## config.mk

```make
export PLATFORM = sky130hd
export DESIGN_NAME = simon_control_flat
export DESIGN_NICKNAME = d
export VERILOG_FILES = /design/src/rtl/simon_pkg.sv /design/src/rtl/simon_control_if.sv /design/src/rtl/simon_step_timer.sv /design/src/rtl/simon_control.sv /design/src/flat_wrapper.sv
export SDC_FILE = /design/constraint.sdc
export NUM_CORES = 1
export LEC_CHECK = 0
export CORE_AREA = 8 8 45 47
export DETAILED_ROUTE_END_ITERATION = 8
export DIE_AREA = 0 0 53 55
export GPL_TIMING_DRIVEN = 0
export PLACE_DENSITY_LB_ADDON = 0.25
export SYNTH_ARGS = -nofsm -noshare
export SYNTH_HDL_FRONTEND = slang
export SYNTH_SLANG_ARGS = --single-unit
export TNS_END_PERCENT = 100
```

## constraint.sdc

```tcl
create_clock -name clk -period 1.6 [get_ports clk]
set_clock_uncertainty 0.05 [all_clocks]
set_input_delay 0.32 -clock clk [delete_from_list [all_inputs] [get_ports clk]]
set_output_delay 0.32 -clock clk [all_outputs]
set_load 0.03 [all_outputs]
```

## src/rtl/simon_pkg.sv

```systemverilog
// Shared Simon game definitions: controller state set, mode LED codes and
// read-address select codes, used by both the controller and the datapath.
// Pure declarations; no logic, no latency, no flow control.
package simon_pkg;

    typedef enum logic [1:0] {
        ST_INPUT    = 2'd0,
        ST_PLAYBACK = 2'd1,
        ST_REPEAT   = 2'd2,
        ST_DONE     = 2'd3
    } state_t;

    localparam logic [2:0] LED_INPUT    = 3'b001;
    localparam logic [2:0] LED_PLAYBACK = 3'b010;
    localparam logic [2:0] LED_REPEAT   = 3'b100;
    localparam logic [2:0] LED_DONE     = 3'b111;

    localparam logic [1:0] SEL_PLAYBACK = 2'b00;
    localparam logic [1:0] SEL_REPEAT   = 2'b01;
    localparam logic [1:0] SEL_DONE     = 2'b10;

    // Mode LED code shown for each controller state.
    function automatic logic [2:0] leds_of(input state_t s);
        case (s)
            ST_INPUT:    return LED_INPUT;
            ST_PLAYBACK: return LED_PLAYBACK;
            ST_REPEAT:   return LED_REPEAT;
            ST_DONE:     return LED_DONE;
            default:     return LED_INPUT;
        endcase
    endfunction

    // Memory read-address source for each state; INPUT shares the playback
    // address so the freshly written entry is what the datapath sees.
    function automatic logic [1:0] sel_of(input state_t s);
        case (s)
            ST_INPUT:    return SEL_PLAYBACK;
            ST_PLAYBACK: return SEL_PLAYBACK;
            ST_REPEAT:   return SEL_REPEAT;
            ST_DONE:     return SEL_DONE;
            default:     return SEL_PLAYBACK;
        endcase
    endfunction

endpackage

```

## src/rtl/simon_control_if.sv

```systemverilog
// Controller <-> datapath bundle: player button and datapath status in,
// state decode and one-cycle step strobes out.
// Wires only; no latency, no backpressure.
interface simon_control_if;

    logic       advance;
    logic       is_legal;
    logic       play_gt_count;
    logic       repeat_eq_play;
    logic       input_eq_pattern;

    logic [1:0] select;
    logic [2:0] mode_leds;
    logic       clrcount;
    logic       w_en;
    logic       play_inc;
    logic       rep_inc;
    logic       done_inc;

    // Controller side.
    modport master (
        input  advance, is_legal, play_gt_count, repeat_eq_play, input_eq_pattern,
        output select, mode_leds, clrcount, w_en, play_inc, rep_inc, done_inc
    );

    // Datapath / board side.
    modport slave (
        output advance, is_legal, play_gt_count, repeat_eq_play, input_eq_pattern,
        input  select, mode_leds, clrcount, w_en, play_inc, rep_inc, done_inc
    );

endinterface

```

## src/rtl/simon_step_timer.sv

```systemverilog
// Playback step timer: free-runs 0..STEP_CYCLES-1 while enabled, pulses expire on the last count.
// Latency: expire is combinational from the count; the count restarts at 0 the edge after expire.
// No backpressure: restart holds the count at 0 and masks expire.
module simon_step_timer #(
    parameter int STEP_CYCLES = 16,
    parameter int CNT_W       = 6
) (
    input  logic clk,
    input  logic rst,
    input  logic restart,
    output logic expire
);

    localparam logic [CNT_W-1:0] LAST = CNT_W'(STEP_CYCLES - 1);

    logic [CNT_W-1:0] cnt;

    // Count step cycles; wrap after the last one, hold at zero when restarted.
    always_ff @(posedge clk) begin
        if (rst || restart) begin
            cnt <= '0;
        end else if (cnt == LAST) begin
            cnt <= '0;
        end else begin
            cnt <= cnt + CNT_W'(1);
        end
    end

    assign expire = !restart && (cnt == LAST);

endmodule

```

## src/rtl/simon_control.sv

```systemverilog
// Simon game controller: Moore FSM (INPUT/PLAYBACK/REPEAT/DONE) driving datapath step strobes.
// Latency: strobes are zero-cycle from adv_pulse/step event; state changes on the next edge.
// No backpressure: the player button is edge-detected; one press is one event.
// Build option: define SIMON_PLAYBACK_TIMER_EN to pace PLAYBACK with simon_step_timer
// (STEP_CYCLES per step) instead of the player button.
module simon_control
    import simon_pkg::*;
#(
    parameter int STEP_CYCLES = 16,
    parameter int CNT_W       = 6
) (
    input  logic             clk,
    input  logic             rst,
    simon_control_if.master  bus
);

    state_t state;
    logic   adv_s;      // advance as sampled on the last edge
    logic   adv_h;      // advance as sampled one edge earlier
    logic   first_q;    // set by reset, marks the first cycle after release
    logic   adv_pulse;
    logic   step_evt;
    logic   run;

    // Button history; reset to 1 so a button held through reset gives no pulse.
    always_ff @(posedge clk) begin
        if (rst) begin
            adv_s <= 1'b1;
            adv_h <= 1'b1;
        end else begin
            adv_s <= bus.advance;
            adv_h <= adv_s;
        end
    end

    assign adv_pulse = adv_s && !adv_h;

    // Remember that reset was active so clrcount fires once on release.
    always_ff @(posedge clk) begin
        if (rst) begin
            first_q <= 1'b1;
        end else begin
            first_q <= 1'b0;
        end
    end

`ifdef SIMON_PLAYBACK_TIMER_EN
    logic tmr_expire;

    simon_step_timer #(
        .STEP_CYCLES (STEP_CYCLES),
        .CNT_W       (CNT_W)
    ) u_step_timer (
        .clk     (clk),
        .rst     (rst),
        .restart (state != ST_PLAYBACK),
        .expire  (tmr_expire)
    );

    // Button presses during playback are ignored; only the timer steps it.
    assign step_evt = tmr_expire;
`else
    localparam int unused_step_cfg = STEP_CYCLES + CNT_W;

    assign step_evt = adv_pulse;
`endif

    // Game state machine.
    always_ff @(posedge clk) begin
        if (rst) begin
            state <= ST_INPUT;
        end else begin
            case (state)
                ST_INPUT: begin
                    if (adv_pulse && bus.is_legal) begin
                        state <= ST_PLAYBACK;
                    end
                end
                ST_PLAYBACK: begin
                    if (step_evt && bus.play_gt_count) begin
                        state <= ST_REPEAT;
                    end
                end
                ST_REPEAT: begin
                    if (adv_pulse) begin
                        if (!bus.input_eq_pattern) begin
                            state <= ST_DONE;
                        end else if (bus.repeat_eq_play) begin
                            state <= ST_INPUT;
                        end
                    end
                end
                ST_DONE: begin
                    state <= ST_DONE;
                end
                default: begin
                    state <= ST_INPUT;
                end
            endcase
        end
    end

    assign run           = !rst;
    assign bus.mode_leds = leds_of(state);
    assign bus.select    = sel_of(state);
    assign bus.clrcount  = first_q && run;

    // Step strobes: each is qualified by a distinct state, so at most one is high.
    assign bus.w_en     = run && (state == ST_INPUT)    && adv_pulse && bus.is_legal;
    assign bus.play_inc = run && (state == ST_PLAYBACK) && step_evt  && !bus.play_gt_count;
    assign bus.rep_inc  = run && (state == ST_REPEAT)   && adv_pulse &&
                          bus.input_eq_pattern && !bus.repeat_eq_play;
    assign bus.done_inc = run && (state == ST_DONE)     && adv_pulse;

endmodule

```

## src/flat_wrapper.sv

```systemverilog
// flat-port wrapper written by rule: the top's interface ports become plain ports
module simon_control_flat import simon_pkg::*;
#(
    parameter int STEP_CYCLES = 16,
    parameter int CNT_W       = 6
)
  (clk, rst, bus_advance, bus_is_legal, bus_play_gt_count, bus_repeat_eq_play, bus_input_eq_pattern, bus_select, bus_mode_leds, bus_clrcount, bus_w_en, bus_play_inc, bus_rep_inc, bus_done_inc);
  simon_control_if bus_i ();
  input  logic clk;
  input  logic rst;
  input wire logic [$bits(bus_i.advance)-1:0] bus_advance;
  input wire logic [$bits(bus_i.is_legal)-1:0] bus_is_legal;
  input wire logic [$bits(bus_i.play_gt_count)-1:0] bus_play_gt_count;
  input wire logic [$bits(bus_i.repeat_eq_play)-1:0] bus_repeat_eq_play;
  input wire logic [$bits(bus_i.input_eq_pattern)-1:0] bus_input_eq_pattern;
  output wire logic [$bits(bus_i.select)-1:0] bus_select;
  output wire logic [$bits(bus_i.mode_leds)-1:0] bus_mode_leds;
  output wire logic [$bits(bus_i.clrcount)-1:0] bus_clrcount;
  output wire logic [$bits(bus_i.w_en)-1:0] bus_w_en;
  output wire logic [$bits(bus_i.play_inc)-1:0] bus_play_inc;
  output wire logic [$bits(bus_i.rep_inc)-1:0] bus_rep_inc;
  output wire logic [$bits(bus_i.done_inc)-1:0] bus_done_inc;
  assign bus_i.advance = bus_advance;
  assign bus_i.is_legal = bus_is_legal;
  assign bus_i.play_gt_count = bus_play_gt_count;
  assign bus_i.repeat_eq_play = bus_repeat_eq_play;
  assign bus_i.input_eq_pattern = bus_input_eq_pattern;
  assign bus_select = bus_i.select;
  assign bus_mode_leds = bus_i.mode_leds;
  assign bus_clrcount = bus_i.clrcount;
  assign bus_w_en = bus_i.w_en;
  assign bus_play_inc = bus_i.play_inc;
  assign bus_rep_inc = bus_i.rep_inc;
  assign bus_done_inc = bus_i.done_inc;
  simon_control #(.STEP_CYCLES(STEP_CYCLES), .CNT_W(CNT_W)) u_core (.clk(clk), .rst(rst), .bus(bus_i));
endmodule
```

==> results.cfg <==
[layout]
layout.nets = 75
utilization = 0.4702
area_delta_synth_final_pct = 85.71
design_area_um2 = 650.6
layout-drive-gt1-share = 0.6349
antenna_cells = 0
n_fill_cell = 131

[synth]
netlist_instances = 39
yosysWarningCount = 0
syn_area_um2 = 350.3
syn_nets = 50
yosysSeqAreaShare = 0.2857
synth_top_cell_area_share = 0.2857
netlist_top_cells_area = dfxtp_1 (29%), ha_1 (14%), inv_1 (7.5%), a41o_1 (5.7%), or2_2 (5.4%)
synth_cell_types = 18
synth.ff_latch_count = 5
avgSynthCellArea_um2 = 8.983
yosysTopAreaCell = dfxtp_1

[min_path]
hp-class = input pin to flip-flop

[clock_tree]
cts-htree-levels = 1
cts_tree = done
postCtsHoldBufs = 0
cts.sinks = 5
insertion_delay_ns = 0.23
cts.reportedPaths.clkPinSlew_ns = 0.04
cts_buffers = 3
cts_buffer_depth = 2
ctsRootBufferMaster = clkbuf_4

[power]
p_per_area_nw_per_um2 = 829.9
leakage_nw = 0.2885
max-vdd-ir-drop_mv = 0.3457

[routing]
num_vias = 351
initialDrtViolationCount = 1
drt-total-wl_um = 818
via_per_inst = 4.443
drtAntennaViolNets = 0
wl_per_cell_um = 10.35
drc_errors = 0
drtPass1Iterations = 3

[worst_setup_path]
critPathLaunchType = flip-flop
critPathRequiredTime_ns = 1.23
r2r_slack_ns = 0.30
worst_r2r_endpoint = u_core.state[1]
crit_type = flip-flop to output pin
reg2regPathDepth = 6
cp.arrival_ns = 1.19
end_kind = output pin
cp_max_fo = 4
timing.rr.start = u_core.state[1]
crit_end = bus_mode_leds[1]
crit_start = u_core.state[1]

[sta]
period_share = 0.9774
holdWs_ns = 0.3998
finalCriticalPeriod_ns = 1.564
maxSlewViolCount = 0
worstMarginPinSlew_ns = 0.3009
max_freq_mhz = 639.5
finalHoldViolCount = 0
finalSetupViolations = 0
slew_headroom = 0.8002

[floorplan]
dieArea_um2 = 2915
die_h_um = 55
core_area_um2 = 1384
initial_utilization = 0.2532
ios = 17
die_x_um = 53
rows = 14

[placed_design]
dpl_cell_area_um2 = 548.0
gp_congestion = 0.7298
numPortBuffers = 16
hpwl_um = 661.6

[status]
status = complete, no violations

[global_routing]
antenna_found_initial = 0
grt_max_degree = 10
grt_use_total = 0.05628
grt_pass1_wl_um = 1283
grt_pass1_vias = 342
grt_overflow = 0

[run]
max-cap-violations = 0
-- cell usage after synthesis --
library cell,n
a21oi_1,2
a41o_1,2
and2_1,1
and3_1,2
dfxtp_1,5
ha_1,4
inv_1,7
nand2b_1,1
nand2b_4,1
nand3_2,1
nor2_1,3
nor2b_1,1
nor2b_4,1
nor4_1,1
o21ai_1,1
o21ai_2,2
o41ai_2,1
or2_2,3
-- final cells by class --
| cell class | count | area (um^2) | share of cell area |
|---|---|---|---|
| Clock buffer | 4 | 26.28 | 0.04038 |
| Inverter | 7 | 31.28 | 0.04808 |
| Multi-Input combinational cell | 27 | 294.0 | 0.4519 |
| Sequential cell | 5 | 107.6 | 0.1654 |
| Tap cell | 16 | 20.02 | 0.03077 |
| Timing Repair Buffer | 20 | 171.4 | 0.2635 |
-- layer usage --
metal,track usage,vias up,share of wire
li1,-,180,-
met2,0.1094,7,0.56
met3,0.02406,2,0.075
met1,0.04863,162,0.35
met4,0.02586,0,0.0073
met5,0,-,0
-- repair_timing --
action                                  4_1_cts  5_1_grt
endpoints found under the hold margin         0        0
setup buffers                                 4        0
resized for setup                            62       15
pin swaps                                     2        0
endpoints found under the setup margin       10        7
-- logic make-up (layout without fill, tap and decap cells) --
kind of cell	after synthesis	in the layout	synth area share
buffers and inverters	7	31	0.07501
flip-flops	5	5	0.2857
AND/OR/NAND/NOR	15	15	0.3000
AO/OA/AOI/OAI	8	8	0.1964
adder cells (fa/ha/maj)	4	4	0.1429
-- where the power goes --
part	internal (mW)	switching (mW)	total [mW]	leakage [nW]
clock network	0.0937	0.0431	0.137	0.0150
registers	0.141	0.0186	0.160	0.0428
logic	0.111	0.133	0.244	0.231
total	0.345	0.195	0.540	0.289
-- per-stage QoR --
step                      setup TNS [ns]  power, mW  setup WS, ns  cells
after floorplan                        0     0.2844      0.008801     39
after global placement            -4.638     0.3523       -0.7854     71
after detailed placement          -4.647     0.3519       -0.7863     71
after CTS                       -0.03092     0.5371      -0.03092     79
after global routing           -0.001229     0.5778     -0.001229     79
final                                  0     0.5399       0.03617     79
-- critical path, cell delays in order (launching register included) --
cell and delay (ns):
dfxtp_4 0.39, inv_4 0.05, ha_4 0.16, buf_4 0.13, nor2_2 0.10, buf_6 0.13
-- sequential cells by signal, indices dropped and copies added (netlist names) --
signal / count
u_core.first_q: 1
u_core.adv_s: 1
u_core.adv_h: 1
u_core.state: 2
-- worst min path at each step --
| stage | start | slack, ns | to | depth (start not counted) |
|---|---|---|---|---|
| floorplan | rst | 0.30 | u_core.first_q | 0 |
| global placement | u_core.adv_s | 0.45 | u_core.adv_h | 1 |
| detailed placement | u_core.adv_s | 0.45 | u_core.adv_h | 1 |
| CTS | rst | 0.40 | u_core.first_q | 1 |
| global route | rst | 0.42 | u_core.first_q | 1 |
| finish | rst | 0.40 | u_core.first_q | 1 |
-- layout by cell type, fill, tap and decap left out, types with 3 or more instances in the layout --
cell             netlist  layout
dlygate4sd2_1          0       3
clkbuf_4               0       3
nor2_2                 0       3
inv_1                  7       3
buf_6                  0       3
buf_4                  0       6
dfxtp_1                5       3
clkdlybuf4s50_1        0       3
ha_4                   0       3
(Power assumes the default switching activity.)
